### config.mk
export PLATFORM = sky130hd
export DESIGN_NAME = phy_lane_scheduler_flat
export DESIGN_NICKNAME = d
export VERILOG_FILES = /design/src/rtl/phy_lane_scheduler_if.sv /design/src/rtl/phy_lane_scheduler.sv /design/src/flat_wrapper.sv
export SDC_FILE = /design/constraint.sdc
export NUM_CORES = 1
export LEC_CHECK = 0
export ABC_CLOCK_PERIOD_IN_PS = 2700
export CAP_MARGIN = 10
export CORE_ASPECT_RATIO = 0.6
export CORE_MARGIN = 1.5
export CORE_UTILIZATION = 37
export CTS_BUF_LIST = sky130_fd_sc_hd__clkbuf_2 sky130_fd_sc_hd__clkbuf_4 sky130_fd_sc_hd__clkbuf_8
export CTS_CLUSTER_DIAMETER = 50
export DETAILED_ROUTE_END_ITERATION = 8
export SYNTH_ARGS = -nofsm -noshare
export SYNTH_HDL_FRONTEND = slang
export SYNTH_SLANG_ARGS = --single-unit
### constraint.sdc
create_clock -name clk_4f -period 2.7 [get_ports clk_4f]
set_input_delay 0.81 -clock clk_4f [delete_from_list [all_inputs] [get_ports clk_4f]]
set_output_delay 0.81 -clock clk_4f [all_outputs]
set_load 0.005 [all_outputs]
### src/rtl/phy_lane_scheduler_if.sv
// Bundles the four lane write ports, the link-sync input and the PHY/recirculation outputs.
// grant_cnt exists only when SCHED_STATS_EN is defined.
interface phy_lane_scheduler_if #(
  parameter int DATA_W = 8
);
  logic [DATA_W-1:0] data_in_0;
  logic [DATA_W-1:0] data_in_1;
  logic [DATA_W-1:0] data_in_2;
  logic [DATA_W-1:0] data_in_3;
  logic              valid_in_0;
  logic              valid_in_1;
  logic              valid_in_2;
  logic              valid_in_3;
  logic              ready_out_0;
  logic              ready_out_1;
  logic              ready_out_2;
  logic              ready_out_3;
  logic              active_in;
  logic [DATA_W-1:0] data_out;
  logic              valid_out;
  logic [1:0]        lane_out;
  logic [DATA_W-1:0] recirc_out;
  logic              valid_r;
  logic [1:0]        state_out;
`ifdef SCHED_STATS_EN
  logic [63:0]       grant_cnt;

  modport master (
    output data_in_0, data_in_1, data_in_2, data_in_3,
    output valid_in_0, valid_in_1, valid_in_2, valid_in_3, active_in,
    input  ready_out_0, ready_out_1, ready_out_2, ready_out_3,
    input  data_out, valid_out, lane_out, recirc_out, valid_r, state_out, grant_cnt
  );

  modport slave (
    input  data_in_0, data_in_1, data_in_2, data_in_3,
    input  valid_in_0, valid_in_1, valid_in_2, valid_in_3, active_in,
    output ready_out_0, ready_out_1, ready_out_2, ready_out_3,
    output data_out, valid_out, lane_out, recirc_out, valid_r, state_out, grant_cnt
  );
`else
  modport master (
    output data_in_0, data_in_1, data_in_2, data_in_3,
    output valid_in_0, valid_in_1, valid_in_2, valid_in_3, active_in,
    input  ready_out_0, ready_out_1, ready_out_2, ready_out_3,
    input  data_out, valid_out, lane_out, recirc_out, valid_r, state_out
  );

  modport slave (
    input  data_in_0, data_in_1, data_in_2, data_in_3,
    input  valid_in_0, valid_in_1, valid_in_2, valid_in_3, active_in,
    output ready_out_0, ready_out_1, ready_out_2, ready_out_3,
    output data_out, valid_out, lane_out, recirc_out, valid_r, state_out
  );
`endif
endinterface

### src/rtl/phy_lane_scheduler.sv
// Four-lane round-robin scheduler into one byte-wide PHY slot; grants recirculate until link ACTIVE.
// Optional per-lane saturating grant counters when SCHED_STATS_EN is defined.
module phy_lane_scheduler #(
  parameter int                 DATA_W      = 8,
  parameter int                 FIFO_DEPTH  = 2,
  parameter int                 SYNC_CYCLES = 4,
  parameter logic [DATA_W-1:0]  IDLE_SYM    = 8'hBC
) (
  input  logic                  clk_4f,
  input  logic                  reset_L,
  phy_lane_scheduler_if.slave   bus
);

  localparam int AW    = $clog2(FIFO_DEPTH);
  localparam int CNT_W = $clog2(SYNC_CYCLES) + 1;

  typedef enum logic [1:0] {
    ST_INIT   = 2'b00,
    ST_SYNC   = 2'b01,
    ST_ACTIVE = 2'b10
  } state_t;

  state_t             state_q, state_d;
  logic [CNT_W-1:0]   cnt_q, cnt_d;
  logic [1:0]         ptr_q;
  logic [DATA_W-1:0]  data_out_q;
  logic               valid_out_q;
  logic [1:0]         lane_q;
  logic [DATA_W-1:0]  recirc_q;
  logic               valid_r_q;

  logic [DATA_W-1:0]  din     [4];
  logic [DATA_W-1:0]  rd_word [4];
  logic [3:0]         vin, ready, empty, full, push, pop;
  logic               grant_valid;
  logic [1:0]         grant_lane;
  logic [1:0]         scan_idx;
  logic [DATA_W-1:0]  grant_word;

  assign din[0] = bus.data_in_0;
  assign din[1] = bus.data_in_1;
  assign din[2] = bus.data_in_2;
  assign din[3] = bus.data_in_3;
  assign vin    = {bus.valid_in_3, bus.valid_in_2, bus.valid_in_1, bus.valid_in_0};

  assign bus.ready_out_0 = ready[0];
  assign bus.ready_out_1 = ready[1];
  assign bus.ready_out_2 = ready[2];
  assign bus.ready_out_3 = ready[3];

  genvar gi;
  generate
    for (gi = 0; gi < 4; gi++) begin : g_lane
      logic [DATA_W-1:0] mem_q [FIFO_DEPTH];
      logic [AW:0]       wr_ptr_q, rd_ptr_q;

      assign empty[gi]   = (wr_ptr_q == rd_ptr_q);
      assign full[gi]    = (wr_ptr_q[AW] != rd_ptr_q[AW]) &&
                           (wr_ptr_q[AW-1:0] == rd_ptr_q[AW-1:0]);
      // Ready looks only at full, so a pop in the same cycle never frees a slot early.
      assign ready[gi]   = ~full[gi] & reset_L;
      assign push[gi]    = vin[gi] & ready[gi];
      assign pop[gi]     = grant_valid && (grant_lane == 2'(gi));
      assign rd_word[gi] = mem_q[rd_ptr_q[AW-1:0]];

      always_ff @(posedge clk_4f) begin
        if (push[gi]) mem_q[wr_ptr_q[AW-1:0]] <= din[gi];
      end

      always_ff @(posedge clk_4f or negedge reset_L) begin
        if (!reset_L) begin
          wr_ptr_q <= '0;
          rd_ptr_q <= '0;
        end else begin
          if (push[gi]) wr_ptr_q <= wr_ptr_q + 1'b1;
          if (pop[gi])  rd_ptr_q <= rd_ptr_q + 1'b1;
        end
      end
    end
  endgenerate

  // Scan from the farthest offset down so the lane closest to ptr_q is the last to win.
  always_comb begin
    grant_valid = 1'b0;
    grant_lane  = ptr_q;
    scan_idx    = ptr_q;
    for (int i = 3; i >= 0; i--) begin
      scan_idx = ptr_q + 2'(i);
      if (!empty[scan_idx]) begin
        grant_valid = 1'b1;
        grant_lane  = scan_idx;
      end
    end
  end

  assign grant_word = rd_word[grant_lane];

  always_comb begin
    state_d = state_q;
    cnt_d   = cnt_q;
    case (state_q)
      ST_INIT: begin
        if (bus.active_in) begin
          if (SYNC_CYCLES == 1) begin
            state_d = ST_ACTIVE;
          end else begin
            state_d = ST_SYNC;
            cnt_d   = CNT_W'(1);
          end
        end
      end
      ST_SYNC: begin
        if (!bus.active_in) begin
          state_d = ST_INIT;
          cnt_d   = '0;
        end else if (cnt_q == CNT_W'(SYNC_CYCLES - 1)) begin
          state_d = ST_ACTIVE;
        end else begin
          cnt_d = cnt_q + 1'b1;
        end
      end
      ST_ACTIVE: begin
        if (!bus.active_in) begin
          state_d = ST_INIT;
          cnt_d   = '0;
        end
      end
      default: begin
        state_d = ST_INIT;
        cnt_d   = '0;
      end
    endcase
  end

  always_ff @(posedge clk_4f or negedge reset_L) begin
    if (!reset_L) begin
      state_q <= ST_INIT;
      cnt_q   <= '0;
    end else begin
      state_q <= state_d;
      cnt_q   <= cnt_d;
    end
  end

  // Routing follows the state held during the grant cycle, so no granted word is dropped.
  always_ff @(posedge clk_4f or negedge reset_L) begin
    if (!reset_L) begin
      ptr_q       <= 2'd0;
      data_out_q  <= IDLE_SYM;
      valid_out_q <= 1'b0;
      lane_q      <= 2'd0;
      recirc_q    <= '0;
      valid_r_q   <= 1'b0;
    end else if (grant_valid) begin
      ptr_q  <= grant_lane + 2'd1;
      lane_q <= grant_lane;
      if (state_q == ST_ACTIVE) begin
        data_out_q  <= grant_word;
        valid_out_q <= 1'b1;
        valid_r_q   <= 1'b0;
      end else begin
        recirc_q    <= grant_word;
        valid_r_q   <= 1'b1;
        data_out_q  <= IDLE_SYM;
        valid_out_q <= 1'b0;
      end
    end else begin
      data_out_q  <= IDLE_SYM;
      valid_out_q <= 1'b0;
      valid_r_q   <= 1'b0;
    end
  end

  assign bus.data_out   = data_out_q;
  assign bus.valid_out  = valid_out_q;
  assign bus.lane_out   = lane_q;
  assign bus.recirc_out = recirc_q;
  assign bus.valid_r    = valid_r_q;
  assign bus.state_out  = state_q;

`ifdef SCHED_STATS_EN
  generate
    for (gi = 0; gi < 4; gi++) begin : g_stats
      logic [15:0] grant_cnt_q;

      always_ff @(posedge clk_4f or negedge reset_L) begin
        if (!reset_L) begin
          grant_cnt_q <= '0;
        end else if (pop[gi] && (grant_cnt_q != 16'hFFFF)) begin
          grant_cnt_q <= grant_cnt_q + 16'd1;
        end
      end

      assign bus.grant_cnt[16*gi +: 16] = grant_cnt_q;
    end
  endgenerate
`endif

endmodule

### src/flat_wrapper.sv
// flat-port wrapper written by rule: the top's interface ports become plain ports
module phy_lane_scheduler_flat 
#(
  parameter int                 DATA_W      = 8,
  parameter int                 FIFO_DEPTH  = 2,
  parameter int                 SYNC_CYCLES = 4,
  parameter logic [DATA_W-1:0]  IDLE_SYM    = 8'hBC
)
  (clk_4f, reset_L, bus_data_in_0, bus_data_in_1, bus_data_in_2, bus_data_in_3, bus_valid_in_0, bus_valid_in_1, bus_valid_in_2, bus_valid_in_3, bus_active_in, bus_ready_out_0, bus_ready_out_1, bus_ready_out_2, bus_ready_out_3, bus_data_out, bus_valid_out, bus_lane_out, bus_recirc_out, bus_valid_r, bus_state_out);
  phy_lane_scheduler_if #(.DATA_W(DATA_W)) bus_i ();
  input  logic clk_4f;
  input  logic reset_L;
  input wire logic [$bits(bus_i.data_in_0)-1:0] bus_data_in_0;
  input wire logic [$bits(bus_i.data_in_1)-1:0] bus_data_in_1;
  input wire logic [$bits(bus_i.data_in_2)-1:0] bus_data_in_2;
  input wire logic [$bits(bus_i.data_in_3)-1:0] bus_data_in_3;
  input wire logic [$bits(bus_i.valid_in_0)-1:0] bus_valid_in_0;
  input wire logic [$bits(bus_i.valid_in_1)-1:0] bus_valid_in_1;
  input wire logic [$bits(bus_i.valid_in_2)-1:0] bus_valid_in_2;
  input wire logic [$bits(bus_i.valid_in_3)-1:0] bus_valid_in_3;
  input wire logic [$bits(bus_i.active_in)-1:0] bus_active_in;
  output wire logic [$bits(bus_i.ready_out_0)-1:0] bus_ready_out_0;
  output wire logic [$bits(bus_i.ready_out_1)-1:0] bus_ready_out_1;
  output wire logic [$bits(bus_i.ready_out_2)-1:0] bus_ready_out_2;
  output wire logic [$bits(bus_i.ready_out_3)-1:0] bus_ready_out_3;
  output wire logic [$bits(bus_i.data_out)-1:0] bus_data_out;
  output wire logic [$bits(bus_i.valid_out)-1:0] bus_valid_out;
  output wire logic [$bits(bus_i.lane_out)-1:0] bus_lane_out;
  output wire logic [$bits(bus_i.recirc_out)-1:0] bus_recirc_out;
  output wire logic [$bits(bus_i.valid_r)-1:0] bus_valid_r;
  output wire logic [$bits(bus_i.state_out)-1:0] bus_state_out;
  assign bus_i.data_in_0 = bus_data_in_0;
  assign bus_i.data_in_1 = bus_data_in_1;
  assign bus_i.data_in_2 = bus_data_in_2;
  assign bus_i.data_in_3 = bus_data_in_3;
  assign bus_i.valid_in_0 = bus_valid_in_0;
  assign bus_i.valid_in_1 = bus_valid_in_1;
  assign bus_i.valid_in_2 = bus_valid_in_2;
  assign bus_i.valid_in_3 = bus_valid_in_3;
  assign bus_i.active_in = bus_active_in;
  assign bus_ready_out_0 = bus_i.ready_out_0;
  assign bus_ready_out_1 = bus_i.ready_out_1;
  assign bus_ready_out_2 = bus_i.ready_out_2;
  assign bus_ready_out_3 = bus_i.ready_out_3;
  assign bus_data_out = bus_i.data_out;
  assign bus_valid_out = bus_i.valid_out;
  assign bus_lane_out = bus_i.lane_out;
  assign bus_recirc_out = bus_i.recirc_out;
  assign bus_valid_r = bus_i.valid_r;
  assign bus_state_out = bus_i.state_out;
  phy_lane_scheduler #(.DATA_W(DATA_W), .FIFO_DEPTH(FIFO_DEPTH), .SYNC_CYCLES(SYNC_CYCLES), .IDLE_SYM(IDLE_SYM)) u_core (.clk_4f(clk_4f), .reset_L(reset_L), .bus(bus_i));
endmodule
==> results of run 1 <==
-- kinds of logic (layout without fill, tap and decap cells) --
logic type | count (synthesis) | after routing | synth area share (%)
AND/OR/NAND/NOR | 113 | 113 | 12.7
multiplexers | 34 | 34 | 7.24
adder cells (fa/ha/maj) | 6 | 6 | 1.59
XOR/XNOR | 29 | 29 | 6.02
buffers and inverters | 21 | 117 | 1.99
flip-flops | 107 | 107 | 63.7
AO/OA/AOI/OAI | 46 | 46 | 6.74
-- layout by cell type, fill, tap and decap left out, types with 4 or more instances in the layout --
master,count
clkdlybuf4s50_1,62
dfrtp_2,7
ha_1,6
o21ai_0,19
nand4_1,8
buf_4,29
nor2_1,9
xnor2_1,14
inv_1,6
a21oi_1,6
nand2b_1,4
dfstp_2,5
edfxtp_1,64
mux2i_1,33
dfrtp_1,31
clkbuf_8,9
xor2_1,8
nand2_1,19
nand3_1,57
-- power breakdown --
group          internal [mW]  switching (mW)  total (mW)
logic                   1.82            2.36        4.18
registers               2.22           0.323        2.54
clock network          0.452           0.560        1.01
-- metal layers --
layer / vias to the layer above / routed length [um] / track usage (%)
li1: 1499 / - / -
met1: 1480 / 5590 / 27.1
met2: 90 / 4150 / 22.7
met3: 12 / 562 / 4.29
met4: 0 / 87 / 3.47
met5: - / 0 / 0
-- worst paths after layout --
path	from	slack (ns)	endpoint	cells after the start
max	u_core.g_lane[2].rd_ptr_q[1]	0.06	bus_ready_out_2	4
min	reset_L	0.41	u_core.bus.state_out[1]	2
max reg2reg	u_core.g_lane[3].rd_ptr_q[0]	0.26	u_core.g_lane[1].rd_ptr_q[1]	9
min reg2reg	u_core.bus.recirc_out[3]	0.52	u_core.bus.recirc_out[3]	2
max in group asynchronous	reset_L	1.89	u_core.bus.data_out[7]	2
min in group clk_4f	u_core.bus.recirc_out[3]	0.52	u_core.bus.recirc_out[3]	2
-- critical path, cell delays in order (launching register included) --
cell             delay, ns
dfrtp_2               0.46
xor2_2                0.22
a21boi_2              0.16
buf_4                 0.13
clkdlybuf4s50_1       0.50
-- cell type report --
type	instances	area, um^2
Fill cell	1110	6280
Sequential cell	107	3010
Tap cell	165	206
Clock inverter	6	75.1
Inverter	9	33.8
Clock buffer	10	131
Multi-Input combinational cell	228	1670
Timing Repair Buffer	92	851
-- flip-flops by register name, summed over array words and instances (netlist names) --
register / flops
u_core.bus.recirc_out: 8
u_core.g_lane.rd_ptr_q: 8
u_core.ptr_q: 2
u_core.bus.lane_out: 2
u_core.g_lane.wr_ptr_q: 8
u_core.bus.state_out: 2
u_core.g_lane.mem_q: 64
u_core.bus.data_out: 8
u_core.cnt_q: 3
u_core.bus.valid_r: 1
u_core.bus.valid_out: 1
-- per-stage QoR --
stage                     area [um^2]  hold WS [ns]  total power, mW  setup slack (ns)
after global placement           5670         0.479             6.44           -0.0109
after global routing             5980         0.392             8.34            0.0117
after detailed placement         5670         0.481             6.54           -0.0348
final                            5980         0.406             7.73            0.0613
after CTS                        5940         0.393             7.68           0.00127
after floorplan                  4720         0.461             5.26             0.610
-- what timing repair did --
item / in CTS / in global routing
pin swaps: 1 / 0
gates resized for setup: 9 / 10
cloned: 0 / 0
buffers inserted: 2 / 3
setup endpoints to repair: 4 / 4
==> impl_metrics.toml, run 1 <==
[placed_design]
io_buffer_count = 64
place.gp.congestion = 0.812
dpl.hpwl_mm = 7.85
dp_cells = 596

[logic_synthesis]
yosysMostFrequentCell = "edfxtp_1"
ys_warn_count = 0
yosysTopAreaCell = "edfxtp_1"
synthArstFlopShare_pct = 40.2
synth-seq-cells = 107
syn_nets = 401
ys_types = 46
netlist_area_mm2 = 0.00472
yosysSeqAreaShare_pct = 63.7
netlist_instances = 356
synth_edf_count = 64
synthFlopType = "edfxtp_1"
synthTopCellsByCount = "edfxtp_1 (64), nand3_1 (57), dfrtp_1 (38), mux2i_1 (33)"
yosys-top-cells-area = "edfxtp_1 (41%), dfrtp_1 (20%), mux2i_1 (7.0%), nand3_1 (6.0%), dfstp_2 (2.8%)"
synth.avg_cell_area_um2 = 13.2
synth_top_area_share_pct = 40.8

[finish]
syn_to_final_growth_pct = 26.8
nets = 492
fin_cells = 617
drive_above_1_share_pct = 17.9
diodes = 0
fin_util_pct = 48.8

[sta]
tightest_slew_ns = 0.535
clock_skew_ns = 0.0139
slew_headroom_pct = 64.4
hold_viol = 0
slew_violations = 0
setup_viol = 0
rsz0062_at_grt = "no"
fmax_mhz = 379
tns_ns = 0
finalCriticalPeriod_ns = 2.64
period_share_pct = 97.7

[drt]
drt_iter0_drc = 205
post_drt_wl_per_cell_um = 16.8
drtAntennaViolNets = 0
post-route-drc-count = 0
dr.pass1.iters = 5
viasPerCell = 4.99
vias = 3081
routed_wirelength_mm = 10.4

[die]
die_x_um = 149
initial_core_util_pct = 38.5
rows = 31
die_y_um = 90.5
io_pins = 65
core_area_mm2 = 0.0123
dieArea_mm2 = 0.0135

[critical_path]
crit_path_end_kind = "output port"
critPathArrivalTime_ns = 1.83
required_ns = 1.89
cp_max_fo = 3
crit_type = "reg -> out"
start_kind = "flip-flop"

[global_routing]
grt.overflow.total = 0
antenna_found_initial = 0
grt_first_pass_wirelength_mm = 17.0
grt_pass1_vias = 3048
grt_max_degree = 25
grt_usage_pct = 16.9

[clocking]
path_clk_slew_ns = 0.10
root_buffer = "clkbuf_8"
cts_buffers = 9
cts_tree = "built"
clk_latency_ns = 0.38
clock_sink_count = 107
hold_buffers = 0
cts-htree-levels = 3
clockBufferDepth = 2

[power_and_ir_drop]
vdd_drop_max_mv = 0.580
p_per_area_mw_per_mm2 = 1290
p_leak_nw = 2.32

[min_path]
hold_path.class = "in -> async"

[flow_run]
cap_viol_max_count = 0

[status]
status = "finished clean"
(Power assumes the default switching activity.)
==> inputs of run 2 (changes only) <==
ABC_AREA = 1   (was unset)
SKIP_LAST_GASP = 1   (was unset)
==> run 2 against run 1 <==
Compared with the run above: global-route usage decreased by 0.29 points; routed wire length increased by 0.38%; core utilization decreased by 0.47 points; sequential share of layout area increased by 0.064 points; synthesized area increased by 1.3%; die area increased by 1.3%; clock power increased by 16%; total power decreased by 1.0%; fmax decreased by 0.87%; setup slack got worse by 0.023 ns; clock-buffer cell count unchanged; non-clock buffer count decreased by 8; largest cell class unchanged; highest routed layer unchanged.
==> impl_metrics.toml, run 2 <==
[clocking]
clk_latency_ns = 0.38
cts-htree-levels = 3
path_clk_slew_ns = 0.10
root_buffer = "clkbuf_8"
cts_tree = "built"
clockBufferDepth = 2
clock_sink_count = 107
cts_buffers = 9

[finish]
nets = 603
layout_common_cells = "nand2_1 (186), edfxtp_1 (64), clkdlybuf4s50_1 (61), nand3_1 (47), dfrtp_1 (36)"
diodes = 0
syn_to_final_growth_pct = 24.8
largest_reg_flops = 64
design_area_mm2 = 0.00596
final_common_cell = "nand2_1"
drive_above_1_share_pct = 16.0
nFillCells = 1158

[sta]
tns_ns = 0
setup_viol = 0
whs_ns = 0.493
period_share_pct = 98.6
slew_violations = 0
finalCriticalPeriod_ns = 2.66
fmax_mhz = 376
setup_ws_ns = 0.0382
tightest_slew_ns = 0.588
rsz0062_at_grt = "yes"
hold_viol = 0
slew_headroom_pct = 60.8
clock_skew_ns = 0.0148

[die]
die_x_um = 150
rows = 31
die_y_um = 91.0
io_pins = 65
initial_core_util_pct = 38.7
dieArea_mm2 = 0.0136
core_area_mm2 = 0.0123

[power_and_ir_drop]
p_per_area_mw_per_mm2 = 1280
vdd_drop_max_mv = 0.590
p_leak_nw = 2.64

[drt]
post-route-drc-count = 0
dr.pass1.iters = 5
drtAntennaViolNets = 0
post_drt_wl_per_cell_um = 14.3
viasPerCell = 4.75
routed_wirelength_mm = 10.4
drt_iter0_drc = 172
vias = 3459

[global_routing]
grt_usage_pct = 16.6
grt.overflow.total = 0
grt_max_degree = 44
grt_pass1_vias = 3200
grt_first_pass_wirelength_mm = 16.9
antenna_found_initial = 0

[placed_design]
dpl.hpwl_mm = 7.76
preCtsSetupSlack_ns = 0.0108
place_area_mm2 = 0.00566
place.gp.congestion = 0.832
io_buffer_count = 64

[critical_path]
crit_buf_inv = 3
required_ns = 1.89
start_kind = "primary input"
cp_max_fo = 4
crit_type = "in -> out"
crit_slowest_cell = "clkdlybuf4s50_1"
crit_chain = "buf_2 -> inv_1 -> a31oi_1 -> clkdlybuf4s50_1"
cp_top_family = "buffers and inverters"
crit_path_end_kind = "output port"
slowest_delay_ns = 0.54
critPathArrivalTime_ns = 1.85

[logic_synthesis]
yosysTopAreaCell = "edfxtp_1"
synthFlopType = "edfxtp_1"
netlist_instances = 472
synth.avg_cell_area_um2 = 10.1
yosysMostFrequentCell = "nand2_1"
ys_warn_count = 0
synth_edf_count = 64
synthArstFlopShare_pct = 40.2
synth_top_area_share_pct = 40.2
ys_types = 28
syn_nets = 517
synthTopCellsByCount = "nand2_1 (186), edfxtp_1 (64), nand3_1 (47), dfrtp_1 (38), nor2_1 (25)"
synth-seq-cells = 107
yosys-top-cells-area = "edfxtp_1 (40%), dfrtp_1 (20%), nand2_1 (15%), nand3_1 (4.9%), dfstp_2 (2.8%)"
netlist_area_mm2 = 0.00478
yosysSeqAreaShare_pct = 62.9

[status]
status = "finished clean"

[min_path]
hold_path.class = "reg -> reg"

[flow_run]
cap_viol_max_count = 0
## run 2: cell types whose count changed in the layout (fill, tap and decap cells not counted), sizes merged, moves of 4 or more
cell and change:
o21ai -14, nand4 -10, buf -8, inv +23, nand2 +183, xnor2 -18
and3 -4, nand2b -4, mux2i -33, nor2 +18
## run 2: path summary, 6_finish.rpt
kind	startpoint	to	slack [ns]	depth (start not counted)
max in group asynchronous	reset_L	u_core.g_lane[2].rd_ptr_q[0]	1.67	2
setup / recovery	reset_L	bus_ready_out_0	0.04	4
setup reg to reg	u_core.g_lane[2].rd_ptr_q[0]	u_core.g_lane[2].rd_ptr_q[1]	0.27	17
hold reg to reg	u_core.g_lane[1].wr_ptr_q[1]	u_core.g_lane[1].wr_ptr_q[1]	0.49	1
min in group asynchronous	reset_L	u_core.bus.data_out[6]	0.60	2
hold / removal	u_core.g_lane[1].wr_ptr_q[1]	u_core.g_lane[1].wr_ptr_q[1]	0.49	1
## run 2: through the flow
| stage | instances | utilization [%] | total power [mW] |
|---|---|---|---|
| 3_5_place_dp | 709 | 45.9 | 6.44 |
| 4_1_cts | 725 | 47.9 | 7.63 |
| 2_1_floorplan | 472 | - | 5.33 |
| 3_3_place_gp | 709 | 45.9 | 6.34 |
| 6_report | 728 | 48.3 | 7.65 |
| 5_1_grt | 728 | 48.3 | 8.32 |
## run 2: cell families (layout without fill, tap and decap cells)
| family | after synthesis | after routing | synth area share, % |
|---|---|---|---|
| fa+ha+maj | 6 | 6 | 1.57 |
| compound gates | 16 | 16 | 1.81 |
| xor+xnor | 14 | 14 | 2.57 |
| buf+inv | 42 | 133 | 4.37 |
| simple gates | 287 | 287 | 26.8 |
| flops | 107 | 107 | 62.9 |
## run 2: timing repair
| action | in CTS | in global routing |
|---|---|---|
| setup endpoints to repair | 2 | 5 |
| pin swaps | 0 | 1 |
| hold buffers | 0 | 0 |
| gates resized for setup | 2 | 6 |
| buffers inserted | 0 | 3 |
## run 2: per-layer routing
metal / routed length [um] / global-route usage, %
met5: 0 / 0
met4: 103 / 4.33
met3: 707 / 4.52
met2: 4280 / 22.5
met1: 5350 / 25.9
## run 2: cell type report
| type | count | area (um^2) | area share (%) |
|---|---|---|---|
| Sequential cell | 107 | 3010 | 50.5 |
| Timing Repair Buffer | 84 | 791 | 13.3 |
| Clock inverter | 6 | 113 | 1.89 |
| Clock buffer | 10 | 131 | 2.20 |
| Tap cell | 165 | 206 | 3.46 |
| Inverter | 33 | 124 | 2.08 |
| Multi-Input combinational cell | 323 | 1590 | 26.6 |
## run 2: worst reg2reg max path, stage by stage, from the launching register on
cell and delay (ns):
dfrtp_2 0.44, inv_2 0.15, nand2_1 0.07, nand2_1 0.14, nand3_1 0.14, nand3_2 0.10, nand2_1 0.08, clkinv_1 0.06
nand2_2 0.05, nand2_4 0.07, nand2_2 0.06, nand2_4 0.19, nand2_8 0.13, inv_1 0.11, ha_1 0.19, nand2_1 0.06
nor2_1 0.15, xor2_1 0.17
## run 2: where the power goes
group / internal [mW] / switching, mW
clock: 0.632 / 0.540
sequential: 2.18 / 0.266
combinational: 1.50 / 2.54
total: 4.31 / 3.34
